$ cat config.mk
export PLATFORM = sky130hd
export DESIGN_NAME = zoom_addr_gen_flat
export DESIGN_NICKNAME = d
export VERILOG_FILES = /design/src/rtl/zoom_pkg.sv /design/src/rtl/zoom_addr_gen_if.sv /design/src/rtl/zoom_axis_cnt.sv /design/src/rtl/zoom_addr_gen.sv /design/src/flat_wrapper.sv
export SDC_FILE = /design/constraint.sdc
export NUM_CORES = 1
export LEC_CHECK = 0
export BUFFER_PORTS_ARGS = -buffer_cell sky130_fd_sc_hd__buf_2
export CORE_UTILIZATION = 30
export CTS_CLUSTER_SIZE = 20
export DETAILED_ROUTE_END_ITERATION = 12
export PLACE_DENSITY = 0.56
export SKIP_CTS_REPAIR_TIMING = 1
export SLEW_MARGIN = 20
export SYNTH_ARGS = -nofsm -noshare
export SYNTH_HDL_FRONTEND = slang
export SYNTH_HIERARCHICAL = 1
export SYNTH_SLANG_ARGS = --single-unit
$ cat constraint.sdc
create_clock -name clk -period 2.4 [get_ports clk]
set_input_delay 0.12 -clock clk [delete_from_list [all_inputs] [get_ports clk]]
set_output_delay 0.12 -clock clk [all_outputs]
set_load 0.03 [all_outputs]
$ cat src/rtl/zoom_pkg.sv
// Shared types and defaults for the zoom address generator: colour-mode
// encodings, the channel-enable bundle and its decoder.
package zoom_pkg;

  localparam int DEF_IMG_W    = 128;
  localparam int DEF_IMG_H    = 128;
  localparam int DEF_MAX_ZOOM = 8;

  typedef enum logic [2:0] {
    MODE_NORMAL = 3'd0,
    MODE_R_OFF  = 3'd1,
    MODE_G_OFF  = 3'd2,
    MODE_B_OFF  = 3'd3,
    MODE_GSCALE = 3'd4
  } mode_e;

  typedef struct packed {
    logic r;
    logic g;
    logic b;
    logic alu;
  } en_t;

  // Encodings 5..7 fall through to the normal colour path.
  function automatic en_t decode_mode(input logic [2:0] m);
    en_t e;
    e = '{r: 1'b1, g: 1'b1, b: 1'b1, alu: 1'b0};
    case (mode_e'(m))
      MODE_R_OFF:  e.r   = 1'b0;
      MODE_G_OFF:  e.g   = 1'b0;
      MODE_B_OFF:  e.b   = 1'b0;
      MODE_GSCALE: e.alu = 1'b1;
      default:     ;
    endcase
    return e;
  endfunction

endpackage

$ cat src/rtl/zoom_addr_gen_if.sv
// Bus between the display timing generator (master) and the zoom address
// generator (slave): timing strobes and config in, address and enables out.
interface zoom_addr_gen_if
  import zoom_pkg::*;
#(
  parameter int IMG_W  = DEF_IMG_W,
  parameter int IMG_H  = DEF_IMG_H,
  parameter int ZW     = 4,
  parameter int ADDR_W = $clog2(IMG_W * IMG_H)
);
  // pix_valid strobes one active pixel per cycle; addr_valid marks the
  // matching address exactly two cycles later. There is no backpressure.
  logic                     frame_start;
  logic                     line_start;
  logic                     pix_valid;
  logic [2:0]               mode;
  logic [ZW-1:0]            zoom;
  logic [$clog2(IMG_W)-1:0] pan_x;
  logic [$clog2(IMG_H)-1:0] pan_y;
  logic [ADDR_W-1:0]        addr;
  logic                     addr_valid;
  logic                     in_image;
  logic                     r_en;
  logic                     g_en;
  logic                     b_en;
  logic                     alu_en;

  modport master (
    output frame_start, line_start, pix_valid, mode, zoom, pan_x, pan_y,
    input  addr, addr_valid, in_image, r_en, g_en, b_en, alu_en
  );

  modport slave (
    input  frame_start, line_start, pix_valid, mode, zoom, pan_x, pan_y,
    output addr, addr_valid, in_image, r_en, g_en, b_en, alu_en
  );

endinterface

$ cat src/rtl/zoom_axis_cnt.sv
// One zoom axis: a replication sub-counter that advances a saturating source
// coordinate every `zoom` steps; clear reloads both from load_val / zero.
module zoom_axis_cnt #(
  parameter int ZW             = 4,
  parameter int CW             = 8,
  parameter int LIMIT          = 128,
  parameter bit POS_AFTER_STEP = 1'b0
) (
  input  logic          clk,
  input  logic          rst,
  input  logic          clear,
  input  logic          step,
  input  logic [CW-1:0] load_val,
  input  logic [ZW-1:0] zoom,
  output logic [CW-1:0] pos
);

  logic [ZW-1:0] sub_q;
  logic [ZW-1:0] sub_base;
  logic [ZW-1:0] sub_next;
  logic [CW-1:0] src_q;
  logic [CW-1:0] src_base;
  logic [CW-1:0] src_next;
  logic          wrap;

  // >= rather than == so a sub-count left over from a larger zoom still wraps.
  always_comb begin
    sub_base = clear ? '0 : sub_q;
    src_base = clear ? load_val : src_q;
    wrap     = step && (sub_base >= zoom - ZW'(1));
    sub_next = sub_base;
    src_next = src_base;
    if (step) begin
      sub_next = wrap ? '0 : sub_base + ZW'(1);
    end
    if (wrap && (src_base < CW'(LIMIT))) begin
      src_next = src_base + CW'(1);
    end
  end

  always_ff @(posedge clk) begin
    if (rst) begin
      sub_q <= '0;
      src_q <= '0;
    end else begin
      sub_q <= sub_next;
      src_q <= src_next;
    end
  end

  // X reports the coordinate before this step; Y reports it after a line advance.
  assign pos = POS_AFTER_STEP ? src_next : src_base;

endmodule

$ cat src/rtl/zoom_addr_gen.sv
// Pipelined zoom/pan frame-buffer address generator (two register stages).
// Optional pan offsets are compiled in with `define ZOOM_ADDR_PAN_EN.
module zoom_addr_gen
  import zoom_pkg::*;
#(
  parameter int IMG_W    = DEF_IMG_W,
  parameter int IMG_H    = DEF_IMG_H,
  parameter int MAX_ZOOM = DEF_MAX_ZOOM,
  parameter int ZW       = 4,
  parameter int ADDR_W   = $clog2(IMG_W * IMG_H)
) (
  input logic            clk,
  input logic            rst,
  zoom_addr_gen_if.slave bus
);

  localparam int XW  = $clog2(IMG_W);
  localparam int YW  = $clog2(IMG_H);
  localparam int CXW = $clog2(IMG_W + 1);
  localparam int CYW = $clog2(IMG_H + 1);

  logic [ZW-1:0]  zoom_req;
  logic [ZW-1:0]  zoom_q;
  logic [ZW-1:0]  zoom_eff;
  logic [2:0]     mode_q;
  logic [2:0]     mode_eff;
  logic [CXW-1:0] start_x;
  logic [CYW-1:0] start_y;
  logic           line_active;
  logic [CXW-1:0] px;
  logic [CYW-1:0] py;
  logic           step_y;

  logic           s1_valid;
  logic           s1_in;
  logic [XW-1:0]  s1_x;
  logic [YW-1:0]  s1_y;
  en_t            s1_en;

  logic [ADDR_W-1:0] addr_q;
  logic              valid_q;
  logic              in_q;
  en_t               en_q;

  always_comb begin
    zoom_req = bus.zoom;
    if (bus.zoom == '0) begin
      zoom_req = ZW'(1);
    end else if (bus.zoom > ZW'(MAX_ZOOM)) begin
      zoom_req = ZW'(MAX_ZOOM);
    end
  end

  // On frame_start the freshly sampled settings already apply to that cycle.
  assign zoom_eff = bus.frame_start ? zoom_req : zoom_q;
  assign mode_eff = bus.frame_start ? bus.mode : mode_q;

  always_ff @(posedge clk) begin
    if (rst) begin
      zoom_q <= ZW'(1);
      mode_q <= '0;
    end else if (bus.frame_start) begin
      zoom_q <= zoom_req;
      mode_q <= bus.mode;
    end
  end

`ifdef ZOOM_ADDR_PAN_EN
  logic [XW-1:0] pan_x_q;
  logic [$clog2(IMG_H)-1:0] pan_y_q;

  always_ff @(posedge clk) begin
    if (rst) begin
      pan_x_q <= '0;
      pan_y_q <= '0;
    end else if (bus.frame_start) begin
      pan_x_q <= bus.pan_x;
      pan_y_q <= bus.pan_y;
    end
  end

  assign start_x = CXW'(bus.frame_start ? bus.pan_x : pan_x_q);
  assign start_y = CYW'(bus.frame_start ? bus.pan_y : pan_y_q);
`else
  logic unused_pan;
  assign unused_pan = ^{bus.pan_x, bus.pan_y};
  assign start_x    = '0;
  assign start_y    = '0;
`endif

  // Rows only advance after a line that actually displayed pixels.
  always_ff @(posedge clk) begin
    if (rst) begin
      line_active <= 1'b0;
    end else if (bus.pix_valid) begin
      line_active <= 1'b1;
    end else if (bus.line_start || bus.frame_start) begin
      line_active <= 1'b0;
    end
  end

  assign step_y = bus.line_start && line_active && !bus.frame_start;

  zoom_axis_cnt #(
    .ZW(ZW), .CW(CXW), .LIMIT(IMG_W), .POS_AFTER_STEP(1'b0)
  ) u_axis_x (
    .clk      (clk),
    .rst      (rst),
    .clear    (bus.line_start || bus.frame_start),
    .step     (bus.pix_valid),
    .load_val (start_x),
    .zoom     (zoom_eff),
    .pos      (px)
  );

  zoom_axis_cnt #(
    .ZW(ZW), .CW(CYW), .LIMIT(IMG_H), .POS_AFTER_STEP(1'b1)
  ) u_axis_y (
    .clk      (clk),
    .rst      (rst),
    .clear    (bus.frame_start),
    .step     (step_y),
    .load_val (start_y),
    .zoom     (zoom_eff),
    .pos      (py)
  );

  always_ff @(posedge clk) begin
    if (rst) begin
      s1_valid <= 1'b0;
      s1_in    <= 1'b0;
      s1_x     <= '0;
      s1_y     <= '0;
      s1_en    <= '0;
    end else begin
      s1_valid <= bus.pix_valid;
      s1_in    <= bus.pix_valid && (px < CXW'(IMG_W)) && (py < CYW'(IMG_H));
      s1_x     <= px[XW-1:0];
      s1_y     <= py[YW-1:0];
      s1_en    <= decode_mode(mode_eff);
    end
  end

  // IMG_W is a power of two, so row*IMG_W+col is a plain concatenation.
  always_ff @(posedge clk) begin
    if (rst) begin
      addr_q  <= '0;
      valid_q <= 1'b0;
      in_q    <= 1'b0;
      en_q    <= '0;
    end else begin
      addr_q  <= s1_in ? ADDR_W'({s1_y, s1_x}) : '0;
      valid_q <= s1_valid;
      in_q    <= s1_in;
      en_q    <= s1_en;
    end
  end

  assign bus.addr       = addr_q;
  assign bus.addr_valid = valid_q;
  assign bus.in_image   = in_q;
  assign bus.r_en       = en_q.r;
  assign bus.g_en       = en_q.g;
  assign bus.b_en       = en_q.b;
  assign bus.alu_en     = en_q.alu;

endmodule

$ cat src/flat_wrapper.sv
// flat-port wrapper written by rule: the top's interface ports become plain ports
module zoom_addr_gen_flat import zoom_pkg::*;
#(
  parameter int IMG_W    = DEF_IMG_W,
  parameter int IMG_H    = DEF_IMG_H,
  parameter int MAX_ZOOM = DEF_MAX_ZOOM,
  parameter int ZW       = 4,
  parameter int ADDR_W   = $clog2(IMG_W * IMG_H)
)
  (clk, rst, bus_frame_start, bus_line_start, bus_pix_valid, bus_mode, bus_zoom, bus_pan_x, bus_pan_y, bus_addr, bus_addr_valid, bus_in_image, bus_r_en, bus_g_en, bus_b_en, bus_alu_en);
  zoom_addr_gen_if #(.IMG_W(IMG_W), .IMG_H(IMG_H), .ZW(ZW), .ADDR_W(ADDR_W)) bus_i ();
  input logic clk;
  input logic rst;
  input wire logic [$bits(bus_i.frame_start)-1:0] bus_frame_start;
  input wire logic [$bits(bus_i.line_start)-1:0] bus_line_start;
  input wire logic [$bits(bus_i.pix_valid)-1:0] bus_pix_valid;
  input wire logic [$bits(bus_i.mode)-1:0] bus_mode;
  input wire logic [$bits(bus_i.zoom)-1:0] bus_zoom;
  input wire logic [$bits(bus_i.pan_x)-1:0] bus_pan_x;
  input wire logic [$bits(bus_i.pan_y)-1:0] bus_pan_y;
  output wire logic [$bits(bus_i.addr)-1:0] bus_addr;
  output wire logic [$bits(bus_i.addr_valid)-1:0] bus_addr_valid;
  output wire logic [$bits(bus_i.in_image)-1:0] bus_in_image;
  output wire logic [$bits(bus_i.r_en)-1:0] bus_r_en;
  output wire logic [$bits(bus_i.g_en)-1:0] bus_g_en;
  output wire logic [$bits(bus_i.b_en)-1:0] bus_b_en;
  output wire logic [$bits(bus_i.alu_en)-1:0] bus_alu_en;
  assign bus_i.frame_start = bus_frame_start;
  assign bus_i.line_start = bus_line_start;
  assign bus_i.pix_valid = bus_pix_valid;
  assign bus_i.mode = bus_mode;
  assign bus_i.zoom = bus_zoom;
  assign bus_i.pan_x = bus_pan_x;
  assign bus_i.pan_y = bus_pan_y;
  assign bus_addr = bus_i.addr;
  assign bus_addr_valid = bus_i.addr_valid;
  assign bus_in_image = bus_i.in_image;
  assign bus_r_en = bus_i.r_en;
  assign bus_g_en = bus_i.g_en;
  assign bus_b_en = bus_i.b_en;
  assign bus_alu_en = bus_i.alu_en;
  zoom_addr_gen #(.IMG_W(IMG_W), .IMG_H(IMG_H), .MAX_ZOOM(MAX_ZOOM), .ZW(ZW), .ADDR_W(ADDR_W)) u_core (.clk(clk), .rst(rst), .bus(bus_i));
endmodule
==> results.json, run 1 <==
{
  "violations": "setup timing",
  "n_antenna_cell": 0,
  "maxCapViolations": 0,
  "detail_route.first_pass.iterations": 3,
  "rrSetupSlack_ns": -0.02,
  "root_buffer": "clkbuf_8",
  "rows": 37,
  "end_kind": "register",
  "slew_viol_final": 0,
  "die_h_um": 106,
  "hold_class": "in2reg",
  "first_iter_violations": 39,
  "crit_required_ns": 2.63,
  "grt_pass1_wl_mm": 10.1,
  "core_sq_mm": 0.0105,
  "status": "complete, but fails checks",
  "cp_data_arrival_time_ns": 2.65,
  "p_int_uw": 1830,
  "p_clk_share_pct": 33.7,
  "finalPower_uw": 2530,
  "p_sw_share_pct": 27.5,
  "fin_ws_ns": -0.0156,
  "die_x_um": 106,
  "drc": 0,
  "globalRoute.busiestLayer": "met2",
  "wl_per_cell_um": 11.0,
  "leakage_uw": 0.00181,
  "ys_seq_elements": 72,
  "seq_power_share_pct": 50.1,
  "path_clk_slew_ns": 0.08,
  "met3_usage_pct": 2.21,
  "post-place-ws_ns": -0.224,
  "num_vias": 2299,
  "grtUsageTotal_pct": 11.3,
  "syn_avg_cell_area_sq_um": 10.4,
  "async_flop_share_pct": 0,
  "area_delta_synth_final_pct": 26.6,
  "hpwlAfterDp_mm": 4.42,
  "crit_type": "reg2reg",
  "cp_max_fo": 5,
  "clkLatencyLatePin_ns": 0.33,
  "power_density_mw_per_mm2": 610,
  "hold_viol": 0,
  "post_synth_num_cell_types": 56,
  "hold_slack_ns": 0.0927,
  "synth_edf_count": 0,
  "port_buffers": 31,
  "final_common_cell": "dfxtp_1",
  "yosys_most_used_dff": "dfxtp_1",
  "seq_area_frac_synth_pct": 44.0,
  "io_pins": 46,
  "synth_warnings": 6,
  "grt_max_degree": 23,
  "viasPerCell": 4.23,
  "clock_path_buffers": 2,
  "num-nets-final": 442,
  "antenna_found_initial": 0,
  "drive_above_1_share_pct": 31.0,
  "final_antenna_net_count": 0,
  "period_minus_slack_ns": 2.42,
  "final-setup-viol-count": 1,
  "gp_congestion": 0.754,
  "cts.sinks": 72,
  "die_area_sq_mm": 0.0113,
  "grt.met1_usage_pct": 14.6,
  "period_share_pct": 101,
  "syn_inst": 316,
  "p_switching_uw": 694,
  "ir_drop_uv": 250,
  "tritoncts": "yes",
  "cts_buffers": 9,
  "syn_area_sq_mm": 0.00327,
  "clock_skew_ns": 0.00833,
  "pwr-share-comb_pct": 16.2,
  "cts_max_level": 3,
  "grt_use_met2_pct": 17.9,
  "fill_cells": 1078,
  "start_util_pct": 31.3,
  "grt_pass1_vias": 2175,
  "start_kind": "register",
  "mostFrequentLayoutCells": "dfxtp_1, nor2b_1, buf_2, conb_1, buf_4",
  "wirelength_mm": 5.97,
  "rsz0062_at_grt": "true",
  "grt_overflow": 0,
  "fmax_mhz": 414
}
## metal layers
| layer | vias up | wire (um) | part of all wire, % |
|---|---|---|---|
| li1 | 1208 | - | - |
| met1 | 1047 | 2860 | 48 |
| met2 | 35 | 2800 | 47 |
| met3 | 9 | 204 | 3.4 |
| met4 | 0 | 107 | 1.8 |
| met5 | - | 0 | 0 |
## worst max-delay path: stages (launching register included)
cell     delay, ns
dfxtp_2       0.33
inv_2         0.04
o22ai_4       0.20
inv_2         0.07
ha_4          0.16
xnor2_2       0.12
ha_2          0.30
o21a_2        0.13
o21ai_4       0.08
nor4_4        0.23
or4b_4        0.50
nand2_2       0.09
nor3b_1       0.05
## synthesized netlist by cell type (all sizes together), types with 8 or more instances
master	n	area (sq um)
mux2i	13	130
dfxtp	72	1440
nor2b	37	234
ha	14	175
inv	18	67.6
buf	10	81.3
o21ai	9	56.3
nor3	9	50.1
nand2	8	30.0
nor2	23	86.3
mux2	10	120
and2	18	115
xnor2	16	140
## power groups by stage
stage	Clock, uW	Combinational (uW)	Sequential [uW]
2_1_floorplan	0	265	1300
6_report	852	409	1270
3_5_place_dp	0	363	1290
3_3_place_gp	0	357	1290
4_1_cts	893	366	1270
5_1_grt	954	452	1270
## path summary, 6_finish.rpt
check | startpoint | endpoint | cells after the start
max reg2reg | u_core/zoom_q[1] | u_core/s1_in | 12
min | bus_mode[2] | u_core/mode_q[2] | 3
max | u_core/zoom_q[1] | u_core/s1_in | 12
min reg2reg | u_core/s1_y[3] | u_core/bus.addr[10] | 1
## logic make-up after synthesis
logic type                 synth area share, %
and+or+nand+nor                           25.3
DFF                                       44.0
buffers and inverters                     4.78
AOI/OAI and AO/OA                         7.19
muxes                                     7.65
xor gates and xnor gates                  5.62
adders and majority gates                 5.35
other                                    0.115
## flip-flops by register name (all words and copies together) (netlist names)
register               count
u_core/bus.addr           14
u_core/u_axis_x/src_q      8
u_core/u_axis_y/src_q      8
u_core/s1_x                7
u_core/s1_y                7
u_core/s1_en               4
u_core/u_axis_x/sub_q      4
u_core/u_axis_y/sub_q      4
u_core/zoom_q              4
u_core/mode_q              3
u_core/bus.addr_valid      1
u_core/bus.alu_en          1
u_core/bus.b_en            1
u_core/bus.g_en            1
u_core/bus.in_image        1
u_core/bus.r_en            1
u_core/line_active         1
u_core/s1_in               1
u_core/s1_valid            1
## final cells by class
class	instances	area, sq um	share of cell area [%]
inverter	18	67.6	1.63
sequential	72	1440	34.9
timing repair buffer	57	367	8.85
clock inverter	7	56.3	1.36
clock buffer	9	124	2.99
multi-input combinational	244	1910	46.2
tap	136	170	4.11
## per-stage QoR
step / util [%] / TNS, ns / cell area (sq um) / cells
after global routing: 39.6 / -0.820 / 4140 / 543
final: 39.6 / -0.0156 / 4140 / 543
after global placement: 36.5 / -0.932 / 3820 / 523
after CTS: 38.2 / -1.22 / 4000 / 539
after detailed placement: 36.5 / -2.30 / 3820 / 523
after floorplan: - / -0.0659 / 3420 / 346
No activity file was read; power rests on OpenSTA's default activity.
==> run 2, diff against run 1 <==
--- a/config.mk
+++ b/config.mk
@@ -9,7 +9,7 @@
 export CORE_UTILIZATION = 30
 export CTS_CLUSTER_SIZE = 20
 export DETAILED_ROUTE_END_ITERATION = 12
-export PLACE_DENSITY = 0.56
+export PLACE_DENSITY_LB_ADDON = 0.12
 export SKIP_CTS_REPAIR_TIMING = 1
 export SLEW_MARGIN = 20
 export SYNTH_ARGS = -nofsm -noshare
==> results.json, run 2 (same netlist as run 1, synthesis figures left out) <==
{
  "cp_max_fo": 4,
  "mostFrequentLayoutCells": "dfxtp_1, buf_4, buf_2, nor2b_1, conb_1",
  "status": "complete, but fails checks",
  "largest_register_ffs": 14,
  "slew_viol_final": 0,
  "grt_overflow": 0,
  "final-setup-viol-count": 7,
  "start_kind": "register",
  "post-place-ws_ns": -0.237,
  "leakage_uw": 0.00185,
  "grt_pass1_vias": 2238,
  "first_iter_violations": 51,
  "clock_skew_ns": 0.0112,
  "num_vias": 2347,
  "end_kind": "register",
  "period_minus_slack_ns": 2.48,
  "maxCapViolations": 0,
  "hpwlAfterDp_mm": 4.55,
  "cp_data_arrival_time_ns": 2.71,
  "fin_ws_ns": -0.0814,
  "rows": 37,
  "setup_tns_ns": -0.228,
  "clkLatencyLatePin_ns": 0.34,
  "tightest_slew_ns": 0.718,
  "gp_congestion": 0.760,
  "start_util_pct": 31.3,
  "crit_type": "reg2reg",
  "cts_max_level": 3,
  "die_x_um": 106,
  "power_density_mw_per_mm2": 614,
  "port_buffers": 31,
  "hold_class": "in2reg",
  "violations": "setup timing",
  "fmax_mhz": 403,
  "wl_per_cell_um": 11.7,
  "ir_drop_uv": 219,
  "wirelength_mm": 6.46,
  "period_share_pct": 103,
  "tritoncts": "yes",
  "design_area_sq_mm": 0.00426,
  "drc": 0,
  "num-nets-final": 450,
  "root_buffer": "clkbuf_8",
  "detail_route.first_pass.iterations": 4,
  "grt_pass1_wl_mm": 10.6,
  "fin_cells": 551,
  "max_slew_margin_pct": 52.1,
  "hold_viol": 0,
  "crit_required_ns": 2.63,
  "clock_path_buffers": 2,
  "core_sq_mm": 0.0105,
  "antenna_found_initial": 0,
  "finalPower_uw": 2620,
  "cts.sinks": 72,
  "drive_above_1_share_pct": 35.2,
  "grtUsageTotal_pct": 12.1,
  "cts_buffers": 9,
  "die_h_um": 106,
  "die_area_sq_mm": 0.0113,
  "place_area_sq_mm": 0.00387,
  "rsz0062_at_grt": "true",
  "n_antenna_cell": 0,
  "place_inst": 530,
  "path_clk_slew_ns": 0.08,
  "final_common_cell": "dfxtp_1",
  "final_antenna_net_count": 0,
  "fill_cells": 1066,
  "viasPerCell": 4.26,
  "area_delta_synth_final_pct": 30.2,
  "io_pins": 46,
  "grt_max_degree": 35
}
run 2: path summary, 6_finish.rpt:
check / to / cells after the start / slack (ns) / start
max: u_core/s1_in / 12 / -0.08 / u_core/zoom_q[1]
min: u_core/mode_q[2] / 3 / 0.05 / bus_mode[2]
max reg2reg: u_core/s1_in / 12 / -0.08 / u_core/zoom_q[1]
min reg2reg: u_core/bus.addr[8] / 1 / 0.43 / u_core/s1_y[1]
run 2: layout make-up:
cell class,instances,area (sq um),share of cell area (%)
repair buffers,65,410,9.63
clock buffers,11,151,3.55
clock inverters,5,40.0,0.940
well taps,136,170,3.99
inverters,18,67.6,1.59
flip-flops and latches,72,1440,33.9
multi-input cells,244,1980,46.4
run 2: per-stage QoR:
step | hold slack [ns] | util (%)
finish | 0.0487 | 40.7
global route | 0.0652 | 40.7
CTS | 0.0313 | 38.8
detailed placement | 0.395 | 37.0
global placement | 0.399 | 37.0
floorplan | 0.192 | -
run 2: routing by layer:
| layer | global-route usage [%] | up-vias | share of wire, % |
|---|---|---|---|
| li1 | - | 1221 | - |
| met1 | 14.9 | 1086 | 49 |
| met3 | 3.92 | 5 | 3.8 |
| met5 | 0 | - | 0 |
| met4 | 4.11 | 0 | 1.2 |
| met2 | 20.0 | 35 | 46 |
run 2: critical path, stage by stage (launching register included):
cell and delay, ns:
dfxtp_2 0.33, inv_2 0.04, o22ai_4 0.19, inv_2 0.07, ha_4 0.16, xnor2_2 0.12
ha_2 0.32, o21a_4 0.14, o21ai_4 0.08, nor4_4 0.29, or4b_4 0.51, nand2_2 0.08
nor3b_1 0.05
run 2: report_power, final:
group          internal (uW)  switching (uW)  leakage, uW  total [uW]
clock                    437             478    0.0000882         915
sequential              1250            16.7     0.000592        1270
combinational            214             222      0.00117         436
